## src/rtl/mem_arb_pkg.sv

```systemverilog
// Shared types and constants for the off-chip memory port arbiter.
// Covers the FSM state encoding, the requester indices and the default port widths.
package mem_arb_pkg;

    localparam int ADDR_W = 32;
    localparam int LINE_W = 256;

    localparam logic RQ_ICACHE = 1'b0;
    localparam logic RQ_DCACHE = 1'b1;

    typedef enum logic [0:0] {
        ST_IDLE = 1'b0,
        ST_BUSY = 1'b1
    } arb_state_t;

endpackage

```

## src/rtl/rr_pick2.sv

```systemverilog
// Two-way requester picker: a lone request always wins.
// On a tie, requester 1 wins when fixed is set; otherwise the winner is the one not granted last.
module rr_pick2
    import mem_arb_pkg::*;
(
    input  logic [1:0] req,
    input  logic       last,
    input  logic       fixed,
    output logic       winner
);

    // Winner selection; an empty request vector yields a don't-care winner of 0.
    always_comb begin
        winner = RQ_ICACHE;
        case (req)
            2'b01:   winner = RQ_ICACHE;
            2'b10:   winner = RQ_DCACHE;
            2'b11:   winner = fixed ? RQ_DCACHE : ~last;
            default: winner = RQ_ICACHE;
        endcase
    end

endmodule

```

## src/rtl/mem_port_arbiter.sv

```systemverilog
// Arbitrates the single off-chip line port between icache (0) and dcache (1).
// Holds a registered command until the memory acknowledges or the watchdog expires.
module mem_port_arbiter
    import mem_arb_pkg::*;
#(
    parameter int ADDR_W      = mem_arb_pkg::ADDR_W,
    parameter int LINE_W      = mem_arb_pkg::LINE_W,
    parameter bit FIXED_PRIO  = 1'b0,
    parameter int TIMEOUT_CYC = 64
) (
    input  logic              clk_i,
    input  logic              rst_i,
    input  logic              rq0_enable_i,
    input  logic              rq0_write_i,
    input  logic [ADDR_W-1:0] rq0_addr_i,
    input  logic [LINE_W-1:0] rq0_data_i,
    output logic              rq0_ack_o,
    input  logic              rq1_enable_i,
    input  logic              rq1_write_i,
    input  logic [ADDR_W-1:0] rq1_addr_i,
    input  logic [LINE_W-1:0] rq1_data_i,
    output logic              rq1_ack_o,
    output logic [LINE_W-1:0] rq_data_o,
    input  logic [LINE_W-1:0] mem_data_i,
    input  logic              mem_ack_i,
    output logic              mem_enable_o,
    output logic              mem_write_o,
    output logic [ADDR_W-1:0] mem_addr_o,
    output logic [LINE_W-1:0] mem_data_o,
    output logic              grant_o,
    output logic              busy_o,
    output logic              timeout_o
);

    localparam int              WD_W   = $clog2(TIMEOUT_CYC);
    localparam logic [WD_W-1:0] WD_MAX = WD_W'(TIMEOUT_CYC - 1);

    arb_state_t        state_r, state_s;
    logic              grant_r, grant_s;
    logic              last_r, last_s;
    logic              timeout_r, timeout_s;
    logic [WD_W-1:0]   wdog_r, wdog_s;
    logic              en_r, en_s;
    logic              wr_r, wr_s;
    logic [ADDR_W-1:0] addr_r, addr_s;
    logic [LINE_W-1:0] data_r, data_s;
    logic              winner_s;
    logic              busy_s;

    rr_pick2 u_pick (
        .req    ({rq1_enable_i, rq0_enable_i}),
        .last   (last_r),
        .fixed  (FIXED_PRIO),
        .winner (winner_s)
    );

    // Next-state, command capture and watchdog; every register holds by default.
    always_comb begin
        state_s   = state_r;
        grant_s   = grant_r;
        last_s    = last_r;
        timeout_s = timeout_r;
        wdog_s    = wdog_r;
        en_s      = en_r;
        wr_s      = wr_r;
        addr_s    = addr_r;
        data_s    = data_r;
        case (state_r)
            ST_IDLE: begin
                if (rq0_enable_i || rq1_enable_i) begin
                    state_s = ST_BUSY;
                    grant_s = winner_s;
                    last_s  = winner_s;
                    wdog_s  = {WD_W{1'b0}};
                    en_s    = 1'b1;
                    if (winner_s == RQ_DCACHE) begin
                        wr_s   = rq1_write_i;
                        addr_s = rq1_addr_i;
                        data_s = rq1_data_i;
                    end else begin
                        wr_s   = rq0_write_i;
                        addr_s = rq0_addr_i;
                        data_s = rq0_data_i;
                    end
                end else begin
                    state_s = ST_IDLE;
                end
            end
            ST_BUSY: begin
                // An ack on the terminal watchdog cycle still counts as completion.
                if (mem_ack_i) begin
                    state_s = ST_IDLE;
                    en_s    = 1'b0;
                    wr_s    = 1'b0;
                end else if (wdog_r == WD_MAX) begin
                    state_s   = ST_IDLE;
                    en_s      = 1'b0;
                    wr_s      = 1'b0;
                    timeout_s = 1'b1;
                end else begin
                    wdog_s = wdog_r + WD_W'(1'b1);
                end
            end
            default: begin
                state_s = ST_IDLE;
                en_s    = 1'b0;
                wr_s    = 1'b0;
            end
        endcase
    end

    // State and command registers with synchronous reset.
    always_ff @(posedge clk_i) begin
        if (rst_i) begin
            state_r   <= ST_IDLE;
            grant_r   <= 1'b0;
            last_r    <= 1'b0;
            timeout_r <= 1'b0;
            wdog_r    <= {WD_W{1'b0}};
            en_r      <= 1'b0;
            wr_r      <= 1'b0;
            addr_r    <= {ADDR_W{1'b0}};
            data_r    <= {LINE_W{1'b0}};
        end else begin
            state_r   <= state_s;
            grant_r   <= grant_s;
            last_r    <= last_s;
            timeout_r <= timeout_s;
            wdog_r    <= wdog_s;
            en_r      <= en_s;
            wr_r      <= wr_s;
            addr_r    <= addr_s;
            data_r    <= data_s;
        end
    end

    assign busy_s       = (state_r == ST_BUSY);
    assign rq0_ack_o    = busy_s && mem_ack_i && (grant_r == RQ_ICACHE);
    assign rq1_ack_o    = busy_s && mem_ack_i && (grant_r == RQ_DCACHE);
    assign rq_data_o    = mem_data_i;
    assign mem_enable_o = en_r;
    assign mem_write_o  = wr_r;
    assign mem_addr_o   = addr_r;
    assign mem_data_o   = data_r;
    assign grant_o      = grant_r;
    assign busy_o       = busy_s;
    assign timeout_o    = timeout_r;

endmodule

```

## config.mk

```make
export PLATFORM = sky130hd
export DESIGN_NAME = mem_port_arbiter
export DESIGN_NICKNAME = d
export VERILOG_FILES = /design/src/rtl/mem_arb_pkg.sv /design/src/rtl/rr_pick2.sv /design/src/rtl/mem_port_arbiter.sv
export SDC_FILE = /design/constraint.sdc
export NUM_CORES = 1
export LEC_CHECK = 0
export ABC_AREA = 1
export CORE_AREA = 2 2 543 545
export DETAILED_ROUTE_END_ITERATION = 7
export DIE_AREA = 0 0 545 547
export HOLD_SLACK_MARGIN = 0.12
export PLACE_DENSITY = 0.3
export SETUP_SLACK_MARGIN = 0.02
export SLEW_MARGIN = 20
export SYNTH_ARGS = -nofsm -noshare
export SYNTH_HDL_FRONTEND = slang
export SYNTH_SLANG_ARGS = --single-unit
```

## constraint.sdc

```tcl
create_clock -name clk_i -period 1.86 [get_ports clk_i]
set_clock_uncertainty 0.2 [all_clocks]
set_input_delay 0.558 -clock clk_i [delete_from_list [all_inputs] [get_ports clk_i]]
set_output_delay 0.558 -clock clk_i [all_outputs]
set_load 0.01 [all_outputs]
```

==> summary.md, run 1 <==
Counting every net in the synthesized netlist gives 2785. Buffers inserted during clock tree synthesis total 43. The maximum achievable frequency was 456 MHz. Setup repair after global routing could not meet its margin everywhere. In this run, synthesis inferred 0 flip-flops with an integrated enable.

The number of hold buffers added after CTS was 0. For the number of antenna-violating nets in the routed design, the log shows 0. The critical path start-end classification was register to output pin. The flow ran to the end, but the final reports show violations. The number of buffers on the longest clock path was 3.

STA puts the critical path data required time at 1.10 ns. In this run the mean area of a mapped cell was 7.42 um^2. The final reports fail on negative setup slack. The average routed wire per standard cell works out to 27.7 um. The core region is 293000 um^2.

The die outline area was 298000 um^2. Nature of the critical path endpoint: an output pin. The fraction of layout instances using a drive strength above 1 was 34.9%.

For the total standard cell area after synthesis, the log shows 14400 um^2. The share of the clock period used by the worst path after layout is 118%. The final worst slack was -0.335 ns. CTS built an H-tree with a depth of 2.

Input and output buffers added on the ports amount to 877. Max-cap violations in this run came to 0. The initial antenna violation count was 150; the number of global-route vias before repair was 17.4k. The first detailed-routing pass ran for 5 iterations.

The effective utilization at floorplan is 4.93%, and the final routed DRC violation total is 0. TritonCTS built the clock tree. The count of pins over their slew limit was 0. For this block, the routed nets add up to 186000 um of wire.

The transition time at the pin with the least slew margin is 0.355 ns, and the share of the core filled with cells in the final layout is 11.3%. The run gives 0 as the number of hold-slack violations in the final timing report. Hold is met by 0.248 ns. STA classifies the critical path startpoint as a register. The root buffer cell chosen for the clock tree is sky130_fd_sc_hd__clkbuf_16. The logs give 1945 for the post-synthesis cell count and 1.44 ns for the arrival time of the worst setup path. The sequential area share after synthesis was 41.5%; the total cell area at the placement stage was 27800 um^2. Along the worst path, the maximum fanout reaches 2. Summing all non-filler instances in the final layout gives an area of 33200 um^2. The setup-violating endpoint count in the final report is 480. The Yosys warning count was 0. The top flip-flop cell by instance count after synthesis is sky130_fd_sc_hd__dfxtp_1.

Counting every sink on the clock net gives 299. The net count of the finished layout is 3573. The later pin in the worst-skew pair is clocked with a latency of 0.66 ns. The tightest min-delay check is of the input pin to register type.

The post-synthesis sequential element count was 299; the clock transition at the register clock pins on the worst setup and hold paths after CTS was 0.06 ns. The run gives 151000 um as the detailed placement HPWL. The number of distinct library cell variants in the gate-level netlist after synthesis came out at 21.

The maximum vdd ir drop came out at 0.543 mV. In this run the static leakage power is 12.0 nW. The routed layout has 18.2k vias. Die width: 545 um. The number of placed I/O pins is 1390, and the remaining global-route overflow is 0. For this design the ratio of total power to cell area is 750 nW/um^2.

In this run the core area contains 199 standard-cell rows. The final weighted congestion of routability-driven global placement was 0.767; the initial detailed-routing violation count was 894. The global-route total usage across every layer was 11.3%; the final critical delay including setup and external delays was 2.19 ns. Die outline height: 547 um. The tools report the wire length of the first global-routing pass as 213000 um. The via-per-instance ratio was 2.72.

Headroom to the max-slew limit came out at 76.4%. In the synthesized netlist the async set-or-reset flop fraction comes to 0%. Largest net degree at the start of global routing: 53. Relative to the synthesized area, the layout overhead comes to 130%.
-- per-stage QoR --
step / total power [mW] / setup slack [ns] / cells / TNS (ns)
floorplan: 9.92 / 0.195 / 1945 / 0
global placement: 14.4 / -0.939 / 6447 / -248.22
detailed placement: 14.4 / -0.982 / 6447 / -249.33
CTS: 24.2 / -0.464 / 6553 / -82.94
global route: 26.1 / -0.423 / 6686 / -90.14
finish: 24.9 / -0.335 / 6705 / -47.41
-- worst max-delay path, cell delays in order (launching register included) --
cell and delay (ns):
sky130_fd_sc_hd__dfxtp_4 0.36, sky130_fd_sc_hd__buf_4 0.15, sky130_fd_sc_hd__buf_4 0.13, sky130_fd_sc_hd__buf_4 0.14
-- cells in the final DEF (no fill, tap or decap), types with 61 or more instances in the layout --
cell type and n:
sky130_fd_sc_hd__a31oi_1 288, sky130_fd_sc_hd__buf_12 155, sky130_fd_sc_hd__buf_4 113, sky130_fd_sc_hd__buf_6 213, sky130_fd_sc_hd__clkbuf_16 89, sky130_fd_sc_hd__clkdlybuf4s50_1 580, sky130_fd_sc_hd__dfxtp_2 232, sky130_fd_sc_hd__dfxtp_4 61
sky130_fd_sc_hd__nand2_1 598, sky130_fd_sc_hd__o21ai_0 131, sky130_fd_sc_hd__o21ai_1 154
-- where the power goes --
group	internal, mW	switching [mW]
combinational	4.68	3.64
sequential	7.21	0.643
clock	5.04	3.65
-- logic make-up (layout without fill, tap and decap cells) --
family | after synthesis | in the layout | synth area share, %
other cells | 0 | 23 | 0
flops | 299 | 299 | 41.5
simple gates | 627 | 627 | 16.4
buf+inv | 428 | 1246 | 18.9
fa+ha+maj | 1 | 1 | 0.0867
compound gates | 590 | 590 | 23.1
-- synth_stat cells (2+ instances only) --
library cell | count | area share [%]
sky130_fd_sc_hd__clkbuf_1 | 59 | 1.5
sky130_fd_sc_hd__nor2_1 | 9 | 0.23
sky130_fd_sc_hd__a21oi_1 | 9 | 0.31
sky130_fd_sc_hd__o21ai_0 | 241 | 8.4
sky130_fd_sc_hd__inv_1 | 10 | 0.26
sky130_fd_sc_hd__nand2_1 | 608 | 16
sky130_fd_sc_hd__buf_2 | 87 | 3.0
sky130_fd_sc_hd__o21ai_1 | 48 | 1.7
sky130_fd_sc_hd__nand3_1 | 8 | 0.28
sky130_fd_sc_hd__inv_2 | 2 | 0.052
sky130_fd_sc_hd__a31oi_1 | 288 | 12
sky130_fd_sc_hd__buf_4 | 269 | 14
sky130_fd_sc_hd__dfxtp_1 | 299 | 41
-- worst paths after layout --
kind / startpoint / endpoint / slack (ns) / cells past startpoint
worst max-delay path: busy_o / busy_o / -0.33 / 3
worst min-delay path: rq0_data_i[29] / mem_data_o[29] / 0.25 / 3
worst max register to register: busy_o / mem_data_o[3] / -0.24 / 10
worst min register to register: timeout_o / timeout_o / 0.27 / 1
-- area by class of cell --
class                      count  area (um^2)
antenna                       23         57.6
clock buffer                  65         1260
clock inverter                10          128
fill                       33750       259000
inverter                      12         87.6
multi-input combinational   1218         5860
sequential                   299         6500
tap                         3919         4900
timing repair buffer        1159        14400
-- state kept, by name, indices dropped and copies added (netlist names) --
signal and flops:
mem_data_o 256, mem_addr_o 32, wdog_r 6, busy_o 1, last_r 1, mem_enable_o 1, mem_write_o 1, timeout_o 1
-- repair_timing --
action,in CTS,in global routing
endpoints found under the setup margin,591,593
setup buffers,20,77
endpoints found under the hold margin,0,0
gates resized for setup,1364,309
gates cloned,11,54
pin swaps,2,4
-- per-layer routing --
metal / share of wire (%) / vias up / wire length [um] / track usage, %
met5: 0.57 / - / 1050 / 0.192
met4: 5.0 / 146 / 9340 / 5.05
met3: 17 / 511 / 30900 / 8.99
met2: 43 / 1294 / 80200 / 17.3
met1: 35 / 8231 / 64300 / 11.1
li1: - / 8026 / - / -
Power figures use the tool's default switching activity.
==> run 2, diff against run 1 <==
--- a/constraint.sdc
+++ b/constraint.sdc
@@ -3,3 +3,3 @@
 set_input_delay 0.558 -clock clk_i [delete_from_list [all_inputs] [get_ports clk_i]]
 set_output_delay 0.558 -clock clk_i [all_outputs]
-set_load 0.01 [all_outputs]
+set_load 0.1 [all_outputs]
==> summary.md, run 2 (synthesis results as in run 1) <==
The flow ran to the end, but the final reports show violations. Failing checks: negative setup slack (unchanged). The maximum achievable frequency was 437 MHz (was 456 MHz). The logs give 85 (was 53) for the largest net degree at the start of global routing and 0 (unchanged) for the final routed DRC violation total.

The highest net fanout along the worst path was 2 (unchanged); the clock transition at the register clock pins on the worst setup and hold paths after CTS was 0.06 ns (about the same). For the maximum vdd ir drop, the log shows 0.669 mV (was 0.543 mV). TritonCTS built the clock tree. Die width: 545 um (unchanged). The run gives 19.2 mW (was 16.9 mW) as the internal portion of total power. The area growth from synthesis to layout is 163% (was 130%), and the number of vias in the routed layout is 18.6k (was 18.2k). The final weighted congestion of routability-driven global placement came out at 0.787 (was 0.767). The average routed wire per standard cell was 28.0 um (was 27.7 um); the number of buffers on the longest clock path was 3 (unchanged). For the initial detailed-routing violation count, the log shows 958 (was 894).

The logs give 6560 um^2 (was 6500 um^2) for the sequential cell area and 24.8% (was 31.6%) for the fraction of power consumed by sequential logic. Nature of the critical path endpoint: an output pin (unchanged). The iteration count of the initial detailed-routing pass was 7 (was 5); the TritonCTS buffer count was 45 (was 43). For the worst slack at placement, the log shows -0.913 ns (was -0.982 ns). The tools report the number of fill cells as 33.2k (was 33.8k).

The number of hold-slack violations in the final timing report is 0 (unchanged), and the wire length of the first global-routing pass is 229000 um (was 213000 um). The final critical delay including setup and external delays is 2.29 ns (was 2.19 ns), and the required time of the worst setup path is 1.10 ns (about the same). The die outline area was 298000 um^2 (unchanged); the core box area was 293000 um^2 (unchanged). The clock tree root driver cell was sky130_fd_sc_hd__clkbuf_16 (unchanged). The reported leakage power is 13.7 nW (was 12.0 nW), and the detailed placement HPWL is 150000 um (was 151000 um). The number of flip-flops in the largest register was 256 (unchanged). The transition time at the pin with the least slew margin works out to 0.804 ns (was 0.355 ns). The total power of the final layout is 32.4 mW (was 24.9 mW), and the layout net count is 3667 (was 3573).

The remaining global-route overflow was 0 (unchanged). The final worst slack was -0.431 ns (was -0.335 ns); the fraction of layout instances using a drive strength above 1 was 43.4% (was 34.9%). The via-per-instance ratio is 2.73 (was 2.72).

The logs give 4.93% (unchanged) for the effective utilization at floorplan and 1.53 ns (was 1.44 ns) for the arrival time of the worst setup path. The fraction of power spent switching nets was 40.9% (was 31.9%); the final wirelength was 191000 um (was 186000 um). Share of the clock period used by the worst path after layout: 123% (was 118%). The number of core rows was 199 (unchanged); the clock latency on the worst-skew pair was 0.68 ns (was 0.66 ns). The count of pins over their slew limit was 0 (unchanged); the number of global-route vias before repair was 18.5k (was 17.4k). The setup-violating endpoint count in the final report was 589 (was 480). Most used cells in the layout excluding fill and tap cells: sky130_fd_sc_hd__nand2_1, sky130_fd_sc_hd__clkdlybuf4s50_1, sky130_fd_sc_hd__buf_12, sky130_fd_sc_hd__a31oi_1, sky130_fd_sc_hd__dfxtp_2 (was sky130_fd_sc_hd__nand2_1, sky130_fd_sc_hd__clkdlybuf4s50_1, sky130_fd_sc_hd__a31oi_1, sky130_fd_sc_hd__dfxtp_2, sky130_fd_sc_hd__buf_6).

The share of the core filled with cells in the final layout is 13.0% (was 11.3%). The flop-to-flop setup slack is -0.35 ns (was -0.24 ns), and the number of placed I/O pins is 1390 (unchanged). The initial antenna violation count was 129 (was 150). Critical path start-end classification: input pin to output pin (was register to output pin). The run gives 13.2 mW (was 7.93 mW) as the switching power total. The startpoint class of the critical path was an input pin (was a register). The global-route total usage across every layer is 12.1% (was 11.3%). The worst hold-check path type is input pin to register (unchanged).

For the number of levels in the clock H-tree, the log shows 2 (unchanged). Die outline height: 547 um (unchanged). The run gives 6980 um^2 (was 5860 um^2) as the combined area of the multi-input logic cells. The number of clock sinks seen by CTS came out at 299 (unchanged).

The run gives 0 (unchanged) as the count of hold buffers inserted by post-cts repair. The commonest non-fill, non-tap cell in the layout is sky130_fd_sc_hd__nand2_1 (unchanged). The share of total power in combinational logic was 46.1% (was 33.5%). The number of antenna-violating nets in the routed design came out at 0 (unchanged). Quantity of I/O buffers inserted on ports: 877 (unchanged). The normalized max-slew margin is 46.4% (was 76.4%), and the power per cell area is 853 nW/um^2 (was 750 nW/um^2).

The clock power share was 29.1% (was 35.0%). Setup repair after global routing could not meet its margin everywhere. Number of max-cap violations: 0 (unchanged).
run 2: changes by cell type in the layout (fill, tap and decap cells not counted), moves of 12 or more:
| cell | delta |
|---|---|
| sky130_fd_sc_hd__a31oi_4 | +37 |
| sky130_fd_sc_hd__o21ai_1 | -86 |
| sky130_fd_sc_hd__buf_12 | +217 |
| sky130_fd_sc_hd__a31oi_1 | -45 |
| sky130_fd_sc_hd__buf_6 | -163 |
| sky130_fd_sc_hd__diode_2 | +12 |
| sky130_fd_sc_hd__dfxtp_4 | +22 |
| sky130_fd_sc_hd__o21ai_0 | -43 |
| sky130_fd_sc_hd__clkbuf_16 | -17 |
| sky130_fd_sc_hd__buf_16 | +35 |
| sky130_fd_sc_hd__dfxtp_2 | -22 |
| sky130_fd_sc_hd__o21ai_2 | +123 |
run 2: worst max-delay path: stages:
cell                              delay, ns
sky130_fd_sc_hd__clkdlybuf4s50_1       0.53
sky130_fd_sc_hd__nand2_4               0.09
sky130_fd_sc_hd__nor2_4                0.15
sky130_fd_sc_hd__buf_12                0.19
run 2: layout make-up:
cell class	instances	share of cell area, %
Timing Repair Buffer	1250	46.9
Multi-Input combinational cell	1218	18.4
Sequential cell	299	17.3
Tap cell	3919	12.9
Clock buffer	67	3.64
Clock inverter	12	0.454
Antenna cell	35	0.231
Inverter	12	0.207
Timing Repair inverter	1	0.0790
run 2: metrics by stage:
stage / TNS, ns / std cells / area (um^2) / hold slack (ns)
finish: -74.45 / 6813 / 38000 / 0.245
CTS: -93.11 / 6683 / 35500 / 0.147
global route: -120.22 / 6785 / 37900 / 0.199
floorplan: -0.323 / 1945 / 14500 / 0.280
detailed placement: -219.97 / 6437 / 29700 / 0.308
global placement: -224.93 / 6437 / 29700 / 0.305
run 2: worst paths after layout:
| path | start | endpoint | cells past startpoint |
|---|---|---|---|
| setup reg to reg | busy_o | mem_data_o[12] | 11 |
| hold reg to reg | timeout_o | timeout_o | 1 |
| setup / recovery | mem_ack_i | rq1_ack_o | 4 |
| hold / removal | rq1_data_i[39] | mem_data_o[39] | 3 |
run 2: routing by layer:
metal	track usage [%]	vias up	wire length, um
met1	12.8	8605	69100
met5	0.224	-	793
li1	-	8259	-
met4	4.89	110	9310
met3	8.91	429	31700
met2	18.3	1215	80100
run 2: timing repair:
item | 4_1_cts | 5_1_grt
setup endpoints to repair | 467 | 593
resized for setup | 581 | 409
buffers inserted | 101 | 89
pin swaps | 10 | 22
gates cloned | 66 | 27
endpoints found under the hold margin | 0 | 0
run 2: power by group through the flow:
stage / clock network (mW) / registers (mW) / logic, mW
floorplan: 0 / 12.2 / 4.15
global placement: 0 / 7.99 / 12.1
detailed placement: 0 / 7.99 / 12.1
CTS: 9.89 / 8.01 / 14.2
global route: 10.0 / 8.12 / 15.5
finish: 9.45 / 8.04 / 14.9
==> run 3, diff against run 2 <==
Settings changed: REMOVE_ABC_BUFFERS set to 1.
==> summary.md, run 3 (synthesis results as in run 1) <==
The nature of the critical path endpoint was an output pin (unchanged). The flop-to-flop setup slack came out at -0.11 ns (was -0.35 ns). The capturing point of the worst reg2reg path was mem_data_o[91] (was mem_data_o[12]). The clock transition at the register clock pins on the worst setup and hold paths after CTS was 0.06 ns (about the same). Area growth from synthesis to layout: 142% (was 163%).

The die outline height was 547 um (unchanged). For the number of hold-slack violations in the final timing report, the log shows 0 (unchanged). The logs give 70.3% (was 46.4%) for the normalized max-slew margin and 219000 um (was 150000 um) for the detailed placement HPWL. The tools report the reported leakage power as 12.3 nW (was 13.7 nW).

Largest net degree at the start of global routing: 73 (was 85). The tools report the startpoint class of the critical path as a register (was an input pin). The core box area is 293000 um^2 (unchanged), and the highest cell delay on the worst timing path is 0.38 ns (was 0.53 ns). Worst setup path endpoint: rq0_ack_o (was rq1_ack_o). For the number of antenna-violating nets in the routed design, the log shows 0 (unchanged). The clock latency on the worst-skew pair came out at 0.67 ns (was 0.68 ns).

The die width was 545 um (unchanged). The run finished, with violations left. The initial antenna violation count is 163 (was 129), and the number of buffers on the longest clock path is 3 (unchanged). Clock tree root driver cell: sky130_fd_sc_hd__clkbuf_16 (unchanged). The effective utilization at floorplan is 4.93% (unchanged). Setup repair after global routing could not meet its margin everywhere.

The number of placed I/O pins is 1390 (unchanged), and the maximum vdd ir drop is 0.622 mV (was 0.669 mV). Most used cells in the layout excluding fill and tap cells: sky130_fd_sc_hd__nand2_1, sky130_fd_sc_hd__clkdlybuf4s50_1, sky130_fd_sc_hd__buf_12, sky130_fd_sc_hd__a31oi_1, sky130_fd_sc_hd__dfxtp_2 (unchanged). The power per cell area came out at 875 nW/um^2 (was 853 nW/um^2). Commonest non-fill, non-tap cell in the layout: sky130_fd_sc_hd__nand2_1 (unchanged).

The final critical delay including setup and external delays works out to 2.17 ns (was 2.29 ns). The worst hold-check path type is input pin to register (unchanged). The count of cell instances traversed by the critical path came out at 3 (was 4). The average routed wire per standard cell was 40.7 um (was 28.0 um); the count of hold buffers inserted by post-cts repair was 0 (unchanged). Launching point of the worst reg2reg path: busy_o (unchanged).

For the setup-violating endpoint count in the final report, the log shows 435 (was 589). The number of flip-flops in the largest register was 256 (unchanged); the remaining global-route overflow was 0 (unchanged). For the initial detailed-routing violation count, the log shows 2182 (was 958).

The run gives 0.849 (was 0.787) as the final weighted congestion of routability-driven global placement. The number of max-cap violations is 0 (unchanged), and the required time of the worst setup path is 1.10 ns (about the same). The final routed DRC violation total was 0 (unchanged).

The number of core rows was 199 (unchanged). The length in cells of the worst reg-to-reg path is 9 (was 11), and the layout net count is 3529 (was 3667). The final wirelength was 271000 um (was 191000 um). The maximum achievable frequency was 460 MHz (was 437 MHz). The slowest stage cell on the critical path is sky130_fd_sc_hd__dfxtp_4 (was sky130_fd_sc_hd__clkdlybuf4s50_1). Cell total after placement: 6431 (was 6437). The kind of cell with the highest combined delay on the critical path was flip-flops (was buffers and inverters).

The number of buffer and inverter stages on the critical path came out at 1 (was 2). The TritonCTS buffer count was 46 (was 45); the via-per-instance ratio was 3.08 (was 2.73). For the final-layout worst hold slack, the log shows 0.230 ns (was 0.245 ns). The start point of the critical path is busy_o (was mem_ack_i).

Count of pins over their slew limit: 0 (unchanged). Cells along the critical path: nand2_4 -> nor2_4 -> buf_12 (was clkdlybuf4s50_1 -> nand2_4 -> nor2_4 -> buf_12). The highest net fanout along the worst path works out to 3 (was 2). The arrival time of the worst setup path came out at 1.41 ns (was 1.53 ns). TritonCTS built the clock tree. The run gives 20.5k (was 18.6k) as the number of vias in the routed layout.

The critical path start-end classification is register to output pin (was input pin to output pin). The share of the clock period used by the worst path after layout came out at 117% (was 123%). The wire length of the first global-routing pass came out at 297000 um (was 229000 um). The final worst slack is -0.312 ns (was -0.431 ns), and the number of fill cells is 33.5k (was 33.2k). The iteration count of the initial detailed-routing pass was 7 (unchanged). The number of global-route vias before repair came out at 17.9k (was 18.5k).

The number of levels in the clock H-tree is 2 (unchanged), and the quantity of I/O buffers inserted on ports is 877 (unchanged). For the global-route total usage across every layer, the log shows 16.7% (was 12.1%). For the count of non-filler cells in the finished layout, the log shows 6657 (was 6813).

Failing checks: negative setup slack (unchanged). The number of clock sinks seen by CTS is 299 (unchanged), and the transition time at the pin with the least slew margin is 0.445 ns (was 0.804 ns). The fraction of layout instances using a drive strength above 1 is 38.7% (was 43.4%).

The die outline area came out at 298000 um^2 (unchanged).
## run 3: cell count changes in the layout (fill, tap and decap cells not counted), moves of 13 or more
cell	change
sky130_fd_sc_hd__clkbuf_16	+17
sky130_fd_sc_hd__a31oi_1	+31
sky130_fd_sc_hd__nand2_1	+13
sky130_fd_sc_hd__dfxtp_4	+16
sky130_fd_sc_hd__buf_4	-33
sky130_fd_sc_hd__buf_8	-13
sky130_fd_sc_hd__buf_16	-43
sky130_fd_sc_hd__buf_12	-33
sky130_fd_sc_hd__a31oi_4	-26
sky130_fd_sc_hd__dfxtp_2	-15
sky130_fd_sc_hd__diode_2	-16
sky130_fd_sc_hd__buf_6	-23
## run 3: cell type report
class | count | area [um^2] | share of cell area, %
well taps | 3919 | 4900 | 14.1
multi-input cells | 1218 | 6490 | 18.6
inverters | 12 | 62.6 | 0.179
clock inverters | 12 | 154 | 0.441
flip-flops and latches | 299 | 6600 | 18.9
diodes | 19 | 47.5 | 0.136
clock buffers | 66 | 1280 | 3.66
repair buffers | 1112 | 15400 | 44.0
## run 3: routing by layer
| layer | global-route usage, % | vias up | wire, um |
|---|---|---|---|
| li1 | - | 7933 | - |
| met1 | 16.7 | 9511 | 97400 |
| met2 | 20.5 | 2345 | 96100 |
| met3 | 20.3 | 511 | 65200 |
| met4 | 3.21 | 206 | 6170 |
| met5 | 12.4 | - | 6430 |
## run 3: worst min-delay path by stage
stage	startpoint	to	slack [ns]	cells past startpoint
after floorplan	wdog_r[4]	wdog_r[4]	0.28	2
after global placement	mem_enable_o	mem_enable_o	0.29	2
after detailed placement	mem_enable_o	mem_enable_o	0.29	2
after CTS	rq0_addr_i[23]	mem_addr_o[23]	0.14	3
after global routing	rq1_data_i[166]	mem_data_o[166]	0.20	3
final	rq0_data_i[159]	mem_data_o[159]	0.23	3
## run 3: where the power goes
part | switching, mW | total, mW | leakage (nW) | internal, mW
clock network | 3.82 | 8.97 | 0.700 | 5.15
logic | 8.09 | 13.5 | 9.03 | 5.40
registers | 0.837 | 8.05 | 2.60 | 7.21
## run 3: tightest hold or removal path, cell delays in order
cell and delay, ns:
sky130_fd_sc_hd__clkdlybuf4s50_1 0.39, sky130_fd_sc_hd__nand2_1 0.06, sky130_fd_sc_hd__a31oi_1 0.07
## run 3: stage by stage
stage	setup WS (ns)	util, %	instance area (um^2)	total power, mW	setup TNS (ns)
2_1_floorplan	-11.88	-	11700	13.9	-3502.76
3_3_place_gp	-0.772	10.2	29700	20.0	-186.72
3_5_place_dp	-0.749	10.2	29700	20.0	-184.37
4_1_cts	-0.407	10.9	31800	29.6	-59.45
5_1_grt	-0.403	11.9	34900	31.6	-67.96
6_report	-0.312	11.9	34900	30.5	-37.33
## run 3: repair_timing
item	in CTS	in global routing
resized for setup	377	440
endpoints found under the setup margin	298	549
cloned	1	62
pin swaps	1	6
setup buffers	9	58
